[src/rtl/prbs7_burst_ctrl_if.sv]
// Command and bit-stream handshakes for the PRBS7 burst controller.
// The slave side is the controller; the master side is the command source and bit sink.
interface prbs7_burst_ctrl_if #(
  parameter int LEN_W = 8
);
  logic             cmd_valid;
  logic             cmd_ready;
  logic             cmd_load_seed;
  logic [6:0]       cmd_seed;
  logic [LEN_W-1:0] cmd_len;
  logic             bit_out;
  logic             bit_valid;
  logic             bit_ready;

  modport master (
    output cmd_valid,
    input  cmd_ready,
    output cmd_load_seed,
    output cmd_seed,
    output cmd_len,
    input  bit_out,
    input  bit_valid,
    output bit_ready
  );

  modport slave (
    input  cmd_valid,
    output cmd_ready,
    input  cmd_load_seed,
    input  cmd_seed,
    input  cmd_len,
    output bit_out,
    output bit_valid,
    input  bit_ready
  );
endinterface

[src/rtl/prbs7_burst_ctrl.sv]
// Command-driven PRBS7 burst sequencer with valid/ready bit stream.
// Streams cmd_len bits of x^7+x^6+1 then pulses done; rejects lock-up commands.
module prbs7_burst_ctrl #(
  parameter int         LEN_W        = 8,
  parameter logic [6:0] DEFAULT_SEED = 7'h7F
) (
  input  logic              clk,
  input  logic              rst,
  prbs7_burst_ctrl_if.slave bus,
  input  logic              abort,
  output logic              done,
  output logic              err,
  output logic              busy,
  output logic [6:0]        state_out
);

  typedef enum logic [1:0] {
    IDLE = 2'd0,
    RUN  = 2'd1,
    DONE = 2'd2
  } state_t;

  state_t           st;
  state_t           st_nx;
  logic [6:0]       lfsr;
  logic [6:0]       lfsr_nx;
  logic [LEN_W-1:0] cnt;
  logic             cmd_ready;
  logic             bit_valid;
  logic             accept;
  logic             bad;
  logic             xfer;

  assign accept  = bus.cmd_valid & cmd_ready;
  assign bad     = (bus.cmd_len == '0)
                 | (bus.cmd_load_seed & (bus.cmd_seed == 7'h00));
  // abort wins over a transfer in the same cycle
  assign xfer    = bit_valid & bus.bit_ready & ~abort;
  assign lfsr_nx = {lfsr[5:0], lfsr[0] ^ lfsr[6]};

  always_ff @(posedge clk or negedge rst) begin
    if (!rst) begin
      st <= IDLE;
    end else begin
      st <= st_nx;
    end
  end

  always_comb begin
    st_nx = st;
    unique case (st)
      IDLE: begin
        if (accept & ~bad) st_nx = RUN;
      end
      RUN: begin
        if (abort) st_nx = IDLE;
        else if (xfer & (cnt == LEN_W'(1))) st_nx = DONE;
      end
      DONE:    st_nx = IDLE;
      default: st_nx = IDLE;
    endcase
  end

  always_comb begin
    cmd_ready = 1'b0;
    bit_valid = 1'b0;
    done      = 1'b0;
    busy      = 1'b0;
    unique case (st)
      IDLE: cmd_ready = 1'b1;
      RUN: begin
        bit_valid = 1'b1;
        busy      = 1'b1;
      end
      DONE: begin
        done = 1'b1;
        busy = 1'b1;
      end
      default: cmd_ready = 1'b0;
    endcase
  end

  always_ff @(posedge clk or negedge rst) begin
    if (!rst) begin
      lfsr <= DEFAULT_SEED;
      cnt  <= '0;
      err  <= 1'b0;
    end else begin
      err <= accept & bad;
      if (accept & ~bad) begin
        if (bus.cmd_load_seed) lfsr <= bus.cmd_seed;
        cnt <= bus.cmd_len;
      end else if (xfer) begin
        lfsr <= lfsr_nx;
        cnt  <= cnt - LEN_W'(1);
      end
    end
  end

  assign bus.cmd_ready = cmd_ready;
  assign bus.bit_valid = bit_valid;
  assign bus.bit_out   = lfsr[6];
  assign state_out     = lfsr;

endmodule
[src/flat_wrapper.sv]
// flat-port wrapper written by rule: the top's interface ports become plain ports
module prbs7_burst_ctrl_flat 
#(
  parameter int         LEN_W        = 8,
  parameter logic [6:0] DEFAULT_SEED = 7'h7F
)
  (clk, rst, abort, done, err, busy, state_out, bus_cmd_valid, bus_cmd_ready, bus_cmd_load_seed, bus_cmd_seed, bus_cmd_len, bus_bit_out, bus_bit_valid, bus_bit_ready);
  prbs7_burst_ctrl_if #(.LEN_W(LEN_W)) bus_i ();
  input  logic clk;
  input  logic rst;
  input  logic abort;
  output logic done;
  output logic err;
  output logic busy;
  output logic [6:0] state_out;
  input wire logic [$bits(bus_i.cmd_valid)-1:0] bus_cmd_valid;
  output wire logic [$bits(bus_i.cmd_ready)-1:0] bus_cmd_ready;
  input wire logic [$bits(bus_i.cmd_load_seed)-1:0] bus_cmd_load_seed;
  input wire logic [$bits(bus_i.cmd_seed)-1:0] bus_cmd_seed;
  input wire logic [$bits(bus_i.cmd_len)-1:0] bus_cmd_len;
  output wire logic [$bits(bus_i.bit_out)-1:0] bus_bit_out;
  output wire logic [$bits(bus_i.bit_valid)-1:0] bus_bit_valid;
  input wire logic [$bits(bus_i.bit_ready)-1:0] bus_bit_ready;
  assign bus_i.cmd_valid = bus_cmd_valid;
  assign bus_cmd_ready = bus_i.cmd_ready;
  assign bus_i.cmd_load_seed = bus_cmd_load_seed;
  assign bus_i.cmd_seed = bus_cmd_seed;
  assign bus_i.cmd_len = bus_cmd_len;
  assign bus_bit_out = bus_i.bit_out;
  assign bus_bit_valid = bus_i.bit_valid;
  assign bus_i.bit_ready = bus_bit_ready;
  prbs7_burst_ctrl #(.LEN_W(LEN_W), .DEFAULT_SEED(DEFAULT_SEED)) u_core (.clk(clk), .rst(rst), .bus(bus_i), .abort(abort), .done(done), .err(err), .busy(busy), .state_out(state_out));
endmodule
[config.mk]
export PLATFORM = sky130hd
export DESIGN_NAME = prbs7_burst_ctrl_flat
export DESIGN_NICKNAME = d
export VERILOG_FILES = /design/src/rtl/prbs7_burst_ctrl_if.sv /design/src/rtl/prbs7_burst_ctrl.sv /design/src/flat_wrapper.sv
export SDC_FILE = /design/constraint.sdc
export NUM_CORES = 1
export LEC_CHECK = 0
export ABC_AREA = 1
export BUFFER_PORTS_ARGS = -buffer_cell sky130_fd_sc_hd__buf_2
export CAP_MARGIN = 20
export CORE_UTILIZATION = 50
export CTS_CLUSTER_DIAMETER = 50
export DETAILED_ROUTE_END_ITERATION = 10
export PLACE_DENSITY_LB_ADDON = 0.15
export SETUP_SLACK_MARGIN = 0.1
export SLEW_MARGIN = 30
export SYNTH_ARGS = -nofsm -noshare
export SYNTH_HDL_FRONTEND = slang
export SYNTH_SLANG_ARGS = --single-unit
export TNS_END_PERCENT = 50
[constraint.sdc]
create_clock -name clk -period 2.13 [get_ports clk]
set_clock_uncertainty 0.05 [all_clocks]
set_input_delay 0.426 -clock clk [delete_from_list [all_inputs] [get_ports clk]]
set_output_delay 0.426 -clock clk [all_outputs]
set_load 0.01 [all_outputs]
==> results.cfg <==
[sta]
hold_ws_ns = -0.001965
period_share_pct = 80.76
fin_tns_setup_ns = 0
setup_viol = 0
worstMarginPinSlew_ns = 0.4207
rsz0062_at_grt = false
slew_violations = 0
hold_violations = 6
finalCriticalPeriod_ns = 1.720
max_freq_mhz = 581.4
slew_headroom_pct = 71.95

[critical_path]
start_kind = register
critPathLaunch = u_core.st[0]$_DFFE_PN0P_
crit_family = simple AND/OR/NAND/NOR gates
worstPathRequired_ns = 2.28
cpPeakStageDelay_ns = 0.41
critPathBufInv = 3
critPathKind = register to register
worstPathMaxFanout = 12
r2r_start = u_core.st[0]$_DFFE_PN0P_
arrival_ns = 1.87
critPathCaptureType = register
cp_cell_sequence = inv_1 -> ha_1 -> nand2_1 -> bufinv_8 -> nand3_4 -> or2_2 -> nand2_1 -> inv_1
reg2reg_setup_slack_ns = 0.41
crit_slowest_cell = dfrtp_1

[finish]
syn_to_final_growth_pct = 17.42
fillers = 246
final_cell_area_um2 = 1526
post_route_cells_drive_above_1_share_pct = 27.14
antenna_cells = 0
finalNetCount = 238

[floorplanning]
rows = 18
dieHeight_um = 52.99
die_w_um = 52.99
boundaryPins = 34
initial_core_util_pct = 52.47
dieArea_um2 = 2808
coreArea_um2 = 2477

[pwr]
ir_worst_vdd_mv = 0.8768
p_per_area_nw_per_um2 = 1230
power.leakage_nw = 0.8615

[route]
first_iter_violations = 20
dr.pass1.iters = 4
post_drt_wl_per_cell_um = 11.94
avgViaCountPerCell = 5.088
ant_nets = 0
drcViolationCount = 0
vias = 1221
routed_wl_mm = 2.865

[synthesis]
syn_avg_cell_area_um2 = 7.471
netlist_instances = 174
synth_warnings = 0
yosys.area.top_type = dfrtp_1
async_flop_share_pct = 100.0
synth_ff_type = dfrtp_1
synth_edf_count = 0
syn-num-nets = 201
yosysUniqueCellTypes = 24
yosysMostFrequentCell = nand2_1
synth_top_area_share_pct = 21.17
synth_area_um2 = 1300
yosysSeqAreaShare_pct = 35.32
yosys_register_bits = 18
ys_top_cells_by_area = dfrtp_1 (21%), nand2_1 (16%), dfstp_2 (14%)
netlist_top_cells_count = nand2_1 (56), nand3_1 (27), inv_1 (21)

[clocking]
clk_path_buf_depth = 2
cts_hold_buffers = 0
root_buffer = clkbuf_4
cts_tree = yes
cts_made_buffers = 3
clkLatencyLatePin_ns = 0.29
cts.sink_count = 18
cts_htree_levels = 1
clk_pin_slew_worst_paths_ns = 0.11
cts_resized = 0

[placement]
io_buffers = 33
place_hpwl_mm = 2.203
gp_congestion = 0.8060
dpl_cell_area_um2 = 1480

[grt]
grt_pass1_vias = 1113
antenna_found_initial = 0
grt_use_total_pct = 22.73
grt_max_degree = 25
grt_pass1_wl_mm = 4.574
grt_overflow = 0

[job]
cap_viol_max_count = 0

[worst_hold_path]
min-delay-path-class = primary input to async pin

[status]
status = complete, but fails checks
violations = negative hold slack
-- worst paths after layout --
check | to | depth (start not counted)
setup / recovery | u_core.cnt[6]$_DFFE_PN0P_ | 8
hold / removal | u_core.st[1]$_DFFE_PN0P_ | 1
setup reg to reg | u_core.cnt[6]$_DFFE_PN0P_ | 8
hold reg to reg | u_core.state_out[4]$_DFFE_PN1P_ | 2
max in group asynchronous | u_core.state_out[1]$_DFFE_PN1P_ | 1
min in group clk | u_core.cnt[4]$_DFFE_PN0P_ | 3
-- cells by family (layout without fill, tap and decap cells) --
logic type | Yosys count | in the layout | share of synthesized area, %
AND/OR/NAND/NOR | 116 | 117 | 44.56
buffers and inverters | 25 | 60 | 9.722
flip-flops | 18 | 18 | 35.32
adder cells (fa/ha/maj) | 6 | 6 | 5.775
AO/OA/AOI/OAI | 5 | 5 | 1.924
XOR/XNOR | 4 | 4 | 2.695
-- layout by cell type, fill, tap and decap left out --
cell type,synthesis,final
nand3b_1,1,1
o21ai_1,1,1
buf_4,1,1
inv_1,21,21
xor2_1,4,4
nand4_1,10,10
dfrtp_1,11,11
nand2_1,56,56
nand4_4,1,1
nand3_2,0,1
nand2_4,3,3
o21ai_0,3,3
nand3_1,27,27
bufinv_8,1,1
clkbuf_8,0,1
nor2_4,2,2
nand2_2,1,1
a21oi_1,1,1
dfstp_2,7,7
nand3_4,1,1
or2_2,1,1
buf_2,0,33
and2_1,2,2
ha_1,6,6
nor2_1,10,10
clkbuf_4,0,3
nor2_2,1,1
-- state kept, by name (all words and copies together) (netlist names) --
register          flops
u_core.cnt            8
u_core.st             2
u_core.state_out      7
u_core.err            1
-- layer usage --
| metal | routed length [µm] | GRT usage [%] | up-vias |
|---|---|---|---|
| met4 | 50 | 9.211 | 0 |
| li1 | - | - | 634 |
| met1 | 1200 | 25.98 | 552 |
| met2 | 1502 | 42.19 | 29 |
| met5 | 0 | 0 | - |
| met3 | 111 | 2.586 | 6 |
-- through the flow --
stage	power, W	setup slack (ns)	util (%)	cells	hold WS, ns
final	0.001878	0.4099	61.62	240	-0.001965
after global routing	0.002059	0.2195	61.62	240	0.02061
after CTS	0.001883	0.2919	61.21	239	0.003985
after detailed placement	0.001663	0.3124	59.75	235	0.3336
after global placement	0.001625	0.3660	59.75	235	0.3282
after floorplan	0.001411	0.5170	-	174	0.08041
-- report_power, final --
part           switching [W]  internal, W  total (W)  leakage (nW)
sequential          0.000122     0.000530   0.000653         0.208
clock               0.000110     0.000104   0.000215        0.0210
combinational       0.000605     0.000406    0.00101         0.632
-- final cells by class --
type                            count  area [µm²]  share of cell area [%]
Sequential cell                    18       459.2                   30.08
Tap cell                           30       37.54                   2.459
Multi-Input combinational cell    132       724.4                   47.46
Clock buffer                        4       36.28                   2.377
Timing Repair Buffer               34       172.7                   11.31
Inverter                           22       96.34                   6.311
-- repair_timing --
| action | 4_1_cts | 5_1_grt |
|---|---|---|
| setup buffers | 0 | 0 |
| endpoints found under the hold margin | 0 | 0 |
| endpoints found under the setup margin | 0 | 1 |
(Power assumes the default switching activity.)
